<file path="config.mk">
export PLATFORM = sky130hd
export DESIGN_NAME = card_deck_loader
export DESIGN_NICKNAME = d
export VERILOG_FILES = /design/src/rtl/card_deck_loader.sv
export SDC_FILE = /design/constraint.sdc
export NUM_CORES = 1
export LEC_CHECK = 0
export ABC_AREA = 0
export CORE_MARGIN = 3
export CORE_UTILIZATION = 45
export CTS_CLUSTER_DIAMETER = 80
export DETAILED_ROUTE_END_ITERATION = 6
export SETUP_SLACK_MARGIN = 0.2
export SYNTH_ARGS = -nofsm -noshare
export SYNTH_HDL_FRONTEND = slang
export SYNTH_SLANG_ARGS = --single-unit
export TNS_END_PERCENT = 5
</file>
<file path="constraint.sdc">
create_clock -name clock -period 6.7 [get_ports clock]
set_input_delay 1.005 -clock clock [delete_from_list [all_inputs] [get_ports clock]]
set_output_delay 1.005 -clock clock [all_outputs]
set_load 0.01 [all_outputs]
</file>
<file path="src/rtl/card_deck_loader.sv">
// card_deck_loader: builds a shuffled pair deck in the card memory.
//   Pass 1 (CLEAR) writes EMPTY_VAL to the unused tail addresses NUM_CARDS..MEM_DEPTH-1.
//   Pass 2 (DRAW/PROBE) places cards 0..NUM_CARDS-1 with value k>>1.
//   Each card starts at an LFSR-chosen slot and probes linearly to the next free slot.
// Ports:
//   clock        - system clock, all logic on posedge
//   reset_n      - synchronous active-low reset
//   start        - one-cycle request to build a deck; accepted in IDLE only
//   busy         - high from the cycle after start is accepted until done
//   done         - one-cycle completion pulse
//   wr_en        - memory write strobe, valid for one cycle per write
//   wr_addr      - memory write address
//   wr_data      - memory write data
//   cards_placed - grid cards written so far in the current run
module card_deck_loader #(
  parameter int unsigned        NUM_CARDS = 36,
  parameter int unsigned        MEM_DEPTH = 64,
  parameter int unsigned        ADDR_W    = 6,
  parameter int unsigned        DATA_W    = 5,
  parameter logic [DATA_W-1:0]  EMPTY_VAL = 5'h1F,
  parameter logic [15:0]        LFSR_SEED = 16'hACE1,
  parameter bit                 RANDOMIZE = 1'b1
) (
  input  logic              clock,
  input  logic              reset_n,
  input  logic              start,
  output logic              busy,
  output logic              done,
  output logic              wr_en,
  output logic [ADDR_W-1:0] wr_addr,
  output logic [DATA_W-1:0] wr_data,
  output logic [5:0]        cards_placed
);

  localparam int unsigned LFSR_W = 16;
  localparam int unsigned CNT_W  = 6;
  // With a full grid there is no tail to clear, so the CLEAR pass is skipped.
  localparam bit HAS_TAIL = (NUM_CARDS < MEM_DEPTH);

  typedef enum logic [2:0] {
    IDLE  = 3'd0,
    CLEAR = 3'd1,
    DRAW  = 3'd2,
    PROBE = 3'd3,
    DONE  = 3'd4
  } state_t;

  state_t                 state;
  logic [LFSR_W-1:0]      lfsr;
  logic                   lfsr_fb;
  logic [NUM_CARDS-1:0]   occ;
  logic [ADDR_W-1:0]      clear_ptr;
  logic [ADDR_W-1:0]      probe_ptr;
  logic [ADDR_W-1:0]      rand_slot;
  logic [ADDR_W-1:0]      draw_slot;
  logic [ADDR_W-1:0]      probe_next;
  logic [DATA_W-1:0]      card_val;
  logic                   last_card;
  logic                   last_clear;

  // Fibonacci feedback for taps 16,14,13,11.
  assign lfsr_fb = lfsr[15] ^ lfsr[13] ^ lfsr[12] ^ lfsr[10];

  // Starting slot for the current card; a single subtraction folds 36..63 onto 0..27.
  always_comb begin
    rand_slot = lfsr[ADDR_W-1:0];
    if (rand_slot >= ADDR_W'(NUM_CARDS)) begin
      rand_slot = rand_slot - ADDR_W'(NUM_CARDS);
    end
    draw_slot = RANDOMIZE ? rand_slot : ADDR_W'(cards_placed);
  end

  // Linear probe step, wrapping at the end of the grid.
  assign probe_next = (probe_ptr == ADDR_W'(NUM_CARDS - 1)) ? '0
                                                            : probe_ptr + ADDR_W'(1);

  // Two consecutive cards share a value, giving NUM_CARDS/2 pairs.
  assign card_val   = DATA_W'(cards_placed >> 1);
  assign last_card  = (cards_placed == CNT_W'(NUM_CARDS - 1));
  assign last_clear = (clear_ptr == ADDR_W'(MEM_DEPTH - 1));

  // Control FSM; every output is a register. A write is registered in the cycle
  // that decides it and therefore presented to the memory in the following cycle.
  always_ff @(posedge clock) begin
    if (!reset_n) begin
      state        <= IDLE;
      lfsr         <= LFSR_SEED;
      occ          <= '0;
      clear_ptr    <= '0;
      probe_ptr    <= '0;
      busy         <= 1'b0;
      done         <= 1'b0;
      wr_en        <= 1'b0;
      wr_addr      <= '0;
      wr_data      <= '0;
      cards_placed <= '0;
    end else begin
      // Free-running so the player's start timing perturbs the shuffle.
      lfsr  <= {lfsr[LFSR_W-2:0], lfsr_fb};
      wr_en <= 1'b0;
      done  <= 1'b0;

      case (state)
        IDLE: begin
          if (start) begin
            busy         <= 1'b1;
            occ          <= '0;
            cards_placed <= '0;
            if (HAS_TAIL) begin
              // First tail write goes out in the first CLEAR cycle.
              state     <= CLEAR;
              clear_ptr <= ADDR_W'(NUM_CARDS);
              wr_en     <= 1'b1;
              wr_addr   <= ADDR_W'(NUM_CARDS);
              wr_data   <= EMPTY_VAL;
            end else begin
              state <= DRAW;
            end
          end
        end

        CLEAR: begin
          // The write for clear_ptr is on the bus now; queue the next one.
          if (last_clear) begin
            state <= DRAW;
          end else begin
            clear_ptr <= clear_ptr + ADDR_W'(1);
            wr_en     <= 1'b1;
            wr_addr   <= clear_ptr + ADDR_W'(1);
            wr_data   <= EMPTY_VAL;
          end
        end

        DRAW: begin
          probe_ptr <= draw_slot;
          state     <= PROBE;
        end

        PROBE: begin
          if (occ[probe_ptr]) begin
            probe_ptr <= probe_next;
          end else begin
            occ[probe_ptr] <= 1'b1;
            wr_en          <= 1'b1;
            wr_addr        <= probe_ptr;
            wr_data        <= card_val;
            cards_placed   <= cards_placed + CNT_W'(1);
            if (last_card) begin
              state <= DONE;
              busy  <= 1'b0;
              done  <= 1'b1;
            end else begin
              state <= DRAW;
            end
          end
        end

        DONE: begin
          // done was registered on entry; the default above drops it again.
          state <= IDLE;
        end

        default: begin
          state <= IDLE;
          busy  <= 1'b0;
        end
      endcase
    end
  end

endmodule
</file>
# After elaboration in Yosys (flattened, before gate mapping)
# Index checks and enable logic that the tools add are counted.
# Widths: inputs -> output; s select.
# totals
regBits,87
in_bits,3
wordCells,89
# op_classes
add_sub_neg,4
n_reduce_logical,14
mux,37
magnitude_cmp,3
bitwise_logic,7
n_eq_ne,13
# op_table
operator,n
$mux 36,2
$pmux 36 s2,1
$mux 6,8
$or 36x36->36,1
$pmux 6 s2,3
$add 6x1->6 const B,3
$eq 6x6->1 const B,3
$pmux 6 s3,1
$mux 5,3
$pmux 5 s3,1
$mux 3,4
$ne 2x2->1 const B,6
$pmux 3 s4,1
$mux 1,9
$reduce_and 3->1,3
$reduce_and 4->1,2
$lt 6x7->1 const B,1
$bmux 1 s6,1
$demux 1 s6,1
$eq 3x2->1 const B,2
$ge 6x1->1 const B,1
$ge 6x6->1 const B,1
$pmux 1 s3,2
$reduce_bool 2->1,3
10 further kinds,15

# Logic depth before layout (Yosys ltp)
# Gate-level depths: netlist of the first run.
# logic_depth
word_depth,7
mapped_depth,11

# Worst setup path before layout of the first run
# No wires, ideal clock.
# synth_path
path_type,flip-flop to flip-flop
start,register probe_ptr[1]
end,register probe_ptr[4]
path_slack_ps,4391
stages_incl_launch_ff,8
setup_ps,79
n_path_buf,1
synth_period_minus_slack_ps,2309
arrival_time_ps,2230
required_ps,6621
cell_sequence,dfxtp_1 > buf_1 > mux4_2 > a32oi_1 > nand3_1 > or2_2 > a41o_1 > o211ai_1
# synth_via
elab_chain_len,4
word_cells_on_any_way,9
classes_between,1 x add/sub; 2 x eq/ne; 5 x mux; 1 x reduce/logical
# synth_lines
element,line_no,rtl
"start, declared",53,logic [ADDR_W-1:0] probe_ptr;
"start signal, assigned",135,probe_ptr <= draw_slot;
"start signal, assigned",141,probe_ptr <= probe_next;
"$bmux 1 s6, or another cell as far along",140,if (occ[probe_ptr]) begin
$mux 1 (not written as such) or $mux 6 (tied branches),"140, 74",
$ne 2x2->1 (no line) or $mux 6 (tied branches),--,
$reduce_and 2->1 (no line) or $pmux 6 s2 (tied branches),--,
# Parallel ways exist; a longest one is shown, timed or not. The select of a mux whose other input is x is not followed.
# A chain may end at the register's enable or synchronous reset.

# Final worst setup path of the first run
# layout_path
start,register probe_ptr[1]
end,register cards_placed[4]
# layout_via
elab_chain_len,4
# layout_lines
element,line_no,rtl
$bmux 1 s6,140,
$mux 1 (not written as such),140,
$ne 2x2->1 (no line),--,
$reduce_and 3->1 (no line),--,
"end signal, assigned",147,cards_placed <= cards_placed + CNT_W'(1);
"end, declared",32,output logic [5:0] cards_placed
# Every way passes these cells. The select of a mux whose other input is x is not followed.

==> results of run 1 <==
-- registers in the layout, summed over array words and instances (netlist names) --
| name | flops |
|---|---|
| occ | 36 |
| lfsr | 16 |
| cards_placed | 6 |
| clear_ptr | 6 |
| probe_ptr | 6 |
| wr_addr | 6 |
| wr_data | 5 |
| state | 3 |
| busy | 1 |
| done | 1 |
| wr_en | 1 |
-- report_power, final --
| group | switching [mW] | total, mW | internal (mW) | leakage [nW] |
|---|---|---|---|---|
| sequential | 0.0293 | 0.571 | 0.542 | 0.710 |
| clock | 0.195 | 0.370 | 0.175 | 0.0944 |
| combinational | 0.102 | 0.169 | 0.0670 | 0.764 |
| total | 0.326 | 1.11 | 0.784 | 1.57 |
-- cell usage after synthesis, drive strengths merged, types with 3 or more instances --
library cell and instances:
and3 10, nand3b 8, a21oi 22, nor3 16
o21ai 16, nand2 28, nor3b 4, mux2i 10
dfxtp 87, a31oi 41, o211ai 8, nand2b 9
nand4 3, buf 13, xor2 4, a211oi 7
nand3 13, or3b 3, a311oi 3, xnor2 7
inv 19, clkbuf 21, nor2 64, and2 7
mux4 3, ha 5, o2111ai 3
-- worst paths after layout --
check / depth (start not counted) / to / start / slack, ns
min reg2reg: 1 / lfsr[15] / lfsr[14] / 0.41
min: 1 / lfsr[15] / lfsr[14] / 0.41
max reg2reg: 7 / cards_placed[4] / probe_ptr[1] / 3.15
max: 7 / cards_placed[4] / probe_ptr[1] / 3.15
-- layout make-up --
type | instances | area share, %
clock inverter | 6 | 1.60
tap | 105 | 3.01
sequential | 87 | 39.9
timing repair buffer | 26 | 5.73
multi-input combinational | 319 | 45.2
inverter | 19 | 1.63
clock buffer | 10 | 2.92
-- worst max-delay path, stage by stage, from the launching register on --
cell	delay, ns
dfxtp_1	0.93
mux2i_1	0.29
o32ai_1	0.15
a32oi_1	0.20
nand3_1	0.40
nor2_4	1.07
o2111ai_1	0.24
mux2i_1	0.17
-- through the flow --
stage          power (mW)  cell area [um2]  hold slack, ns  util (%)  std cells
4_1_cts              1.12             4370           0.415      52.1        572
3_5_place_dp        0.751             4170           0.395      49.8        556
6_report             1.11             4370           0.411      52.1        572
3_3_place_gp        0.750             4170           0.390      49.8        556
2_1_floorplan       0.696             3960           0.386         -        459
5_1_grt              1.17             4370           0.440      52.1        572
-- metal layers --
metal	routed length, um	GRT usage, %	vias to the layer above
met5	0	0	-
met4	80	5.36	0
met3	387	3.79	8
met2	4200	29.2	76
met1	4720	28.4	1575
li1	-	-	1655
-- logic make-up after synthesis --
logic type      after synthesis  synth area share (%)
simple gates                172                  21.6
xor+xnor                     11                  2.44
buf+inv                      53                  6.04
flops                        87                  44.0
mux                          13                  4.24
fa+ha+maj                     5                  1.58
compound gates              118                  20.1
==> impl_metrics.py, run 1 <==
metrics = {
    "detailed_routing": {
        "wirelength_um": 9390,
        "drc_errors": 0,
        "num_vias": 3314,
        "first_iter_violations": 189,
        "first_pass_iters": 5,
        "ant_nets": 0,
        "via_per_inst": 5.79,
        "wl_per_cell_um": 16.4,
    },
    "logic_synthesis": {
        "yosysTopAreaCellShare_pct": 44.0,
        "avgSynthCellArea_um2": 8.62,
        "syn_nets": 467,
        "ys_ff_latch": 87,
        "ys.warnings.count": 0,
        "synthArstFlopShare_pct": 0,
        "ys_types": 56,
        "synth-edff-count": 0,
        "synth_top_cell_by_area": "dfxtp_1",
        "synth_seq_area_share_pct": 44.0,
        "netlist_instances": 459,
        "synth_area_leaders": "dfxtp_1 (44%), a31oi_1 (6.5%), nor2_1 (6.0%)",
        "netlist_area_um2": 3960,
        "ys.flop_type": "dfxtp_1",
    },
    "place": {
        "post-place-ws_ns": 3.15,
        "dp.final_hpwl_um": 6040,
        "place.port_buffers": 22,
        "gp_congestion": 0.844,
    },
    "global_route": {
        "grt_pass1_wl_um": 15600,
        "grt_antenna_before_repair": 0,
        "grt_max_degree": 58,
        "first_global_vias": 3050,
        "grt_use_total_pct": 19.5,
        "overflow": 0,
    },
    "sta": {
        "min_period_ns": 3.55,
        "fin_ws_ns": 3.15,
        "hold_viol": 0,
        "finalCritPeriodShare_pct": 52.9,
        "rsz0062_at_grt": "no",
        "drv_slew": 0,
        "setup_viol": 0,
        "slew_headroom_pct": 19.5,
        "tns_ns": 0,
        "fmax_ghz": 0.282,
        "fin_skew_ns": 0.0101,
        "tightestPinTransition_ns": 1.20,
    },
    "pwr": {
        "vdd_drop_max_uv": 134,
        "leakagePower_nw": 1.57,
        "power.density_nw_per_um2": 254,
    },
    "cells_and_area": {
        "seqCellArea_um2": 1740,
        "synthToLayoutAreaGrowth_pct": 10.4,
        "drive_gt1_share_pct": 7.71,
        "diodes": 0,
        "layout_commonest_cell": "dfxtp_1",
        "layout_common_cells": "dfxtp_1 (87), nor2_1 (63), a31oi_1 (41)",
        "nNetsFinal": 470,
        "fillCellCount": 794,
        "multi_input_area_um2": 1980,
    },
    "clock_network": {
        "htreeDepth": 3,
        "cts_setup_buffers": 0,
        "cts_sinks": 87,
        "cts_buffers": 9,
        "cts_resized": 0,
        "clkTransAtPathRegs_ns": 0.09,
        "insertion_delay_ns": 0.35,
        "cts_max_path_buffers": 2,
        "cts_tree": "yes",
        "hold_buffers": 0,
        "root_buffer": "clkbuf_8",
    },
    "setup_path": {
        "critical_path_required_ns": 6.95,
        "crit_fanout": 57,
        "worst_setup_path_start_kind": "register",
        "endpoint_kind": "register",
        "criticalPathCategory": "register to register",
        "cp.arrival_ns": 3.79,
    },
    "floorplan": {
        "ios": 23,
        "die_area_um2": 9950,
        "chipWidth_um": 99.8,
        "core_um2": 8380,
        "die_h_um": 99.8,
        "rows": 33,
        "floorplan.initialDensity_pct": 47.2,
    },
    "run": {
        "cap_violations": 0,
    },
    "run_status": {
        "outcome": "finished, final reports clean",
    },
    "worst_hold_path": {
        "hold_class": "register to register",
    },
}
Power figures use the tool's default switching activity.
==> inputs of run 2 (changes only) <==
Settings changed: PLACE_DENSITY from default to 0.65.
Clock period 6.7 ns to 3 ns, I/O delays scaled along.
==> impl_metrics.py, run 2 (synthesis gave the netlist of run 1 again) <==
metrics = {
    "sta": {
        "min_period_ns": 2.60,
        "fin_skew_ns": 0.0129,
        "finalCritPeriodShare_pct": 86.7,
        "tns_ns": 0,
        "drv_slew": 0,
        "fmax_ghz": 0.384,
        "slew_headroom_pct": 52.4,
        "hold_viol": 0,
        "setup_viol": 0,
        "tightestPinTransition_ns": 0.708,
        "rsz0062_at_grt": "no",
    },
    "detailed_routing": {
        "via_per_inst": 5.86,
        "wirelength_um": 9490,
        "first_pass_iters": 5,
        "drc_errors": 0,
        "wl_per_cell_um": 16.2,
        "first_iter_violations": 259,
        "num_vias": 3428,
        "ant_nets": 0,
    },
    "cells_and_area": {
        "multi_input_area_um2": 1980,
        "largest_reg_flops": 36,
        "synthToLayoutAreaGrowth_pct": 14.4,
        "nNetsFinal": 483,
        "drive_gt1_share_pct": 10.8,
        "largest_register": "occ",
        "layout_common_cells": "dfxtp_1 (85), nor2_1 (63), a31oi_1 (41)",
        "diodes": 0,
        "seqCellArea_um2": 1740,
        "finalInstanceArea_um2": 4530,
        "layout_commonest_cell": "dfxtp_1",
        "top_regs": "occ x36, lfsr x16",
        "utilization_pct": 54.0,
        "fillCellCount": 795,
    },
    "clock_network": {
        "cts_setup_buffers": 0,
        "insertion_delay_ns": 0.36,
        "cts_tree": "yes",
        "cts_max_path_buffers": 2,
        "htreeDepth": 3,
        "cts_sinks": 87,
        "clkTransAtPathRegs_ns": 0.09,
        "cts_buffers": 9,
        "hold_buffers": 0,
        "root_buffer": "clkbuf_8",
    },
    "global_route": {
        "grt_use_total_pct": 20.0,
        "grt_pass1_wl_um": 16000,
        "grt_antenna_before_repair": 0,
        "grtUsageMet1_pct": 28.4,
        "grt-busiest-layer": "met2",
        "grt_max_degree": 39,
        "first_global_vias": 3231,
        "grt_util_met3_pct": 3.51,
        "met2_usage_pct": 29.6,
        "overflow": 0,
    },
    "pwr": {
        "power_mw": 2.61,
        "leakagePower_nw": 1.66,
        "vdd_drop_max_uv": 263,
        "power.density_nw_per_um2": 577,
    },
    "place": {
        "gp_congestion": 0.896,
        "dp.final_hpwl_um": 6540,
        "place.port_buffers": 22,
        "dpl_cell_area_um2": 4290,
    },
    "floorplan": {
        "die_h_um": 99.8,
        "core_um2": 8380,
        "chipWidth_um": 99.8,
        "floorplan.initialDensity_pct": 47.2,
        "ios": 23,
        "die_area_um2": 9950,
        "rows": 33,
    },
    "setup_path": {
        "critical_path_required_ns": 3.25,
        "criticalPathCategory": "register to register",
        "crit_fanout": 21,
        "cp.arrival_ns": 2.86,
        "worst_setup_path_start_kind": "register",
        "endpoint_kind": "register",
    },
    "run": {
        "cap_violations": 0,
    },
    "worst_hold_path": {
        "hold_class": "register to register",
    },
    "run_status": {
        "outcome": "finished, final reports clean",
    },
}
run 2: changes by cell type in the layout (fill, tap and decap cells not counted), sizes merged:
cell and change:
buf +13, bufinv +1, clkinv +1, clkinvlp -1, inv -1
run 2: path summary, 6_finish.rpt:
path	end	from	slack, ns	cells after the start
hold reg to reg	lfsr[15]	lfsr[14]	0.41	1
setup reg to reg	cards_placed[3]	probe_ptr[1]	0.40	8
hold / removal	lfsr[15]	lfsr[14]	0.41	1
setup / recovery	cards_placed[3]	probe_ptr[1]	0.40	8
run 2: area by class of cell:
| class | count | share of cell area [%] |
|---|---|---|
| timing repair buffer | 39 | 8.24 |
| clock inverter | 6 | 2.07 |
| multi-input combinational | 319 | 43.6 |
| tap | 105 | 2.90 |
| inverter | 19 | 1.58 |
| sequential | 87 | 38.5 |
| clock buffer | 10 | 3.04 |
run 2: power breakdown:
group	total, mW	switching (mW)	internal [mW]
logic	0.398	0.230	0.169
registers	1.28	0.0666	1.21
clock network	0.938	0.442	0.496
run 2: critical path: stages, from the launching register on:
cell	delay, ns
dfxtp_1	0.63
mux4_2	0.38
and3_1	0.20
a311oi_2	0.35
o211ai_4	0.20
nor2_4	0.28
buf_12	0.19
o2111ai_1	0.12
mux2i_1	0.14
run 2: per-layer routing:
metal  part of all wire [%]  vias up
met2                     43      119
met3                    5.8       20
met4                    2.5        0
met1                     48     1614
met5                      0        -
li1                       -     1675
run 2: metrics by stage:
stage / instances / hold slack (ns) / worst slack (ns)
5_1_grt: 585 / 0.424 / 0.219
3_5_place_dp: 569 / 0.394 / 0.275
6_report: 585 / 0.409 / 0.398
4_1_cts: 585 / 0.411 / 0.272
2_1_floorplan: 459 / 0.386 / 0.691
3_3_place_gp: 569 / 0.389 / 0.373
run 2: repair_timing:
action | in CTS | in global routing
resized for setup | 0 | 2
endpoints found under the setup margin | 0 | 34
hold endpoints to repair | 0 | 0
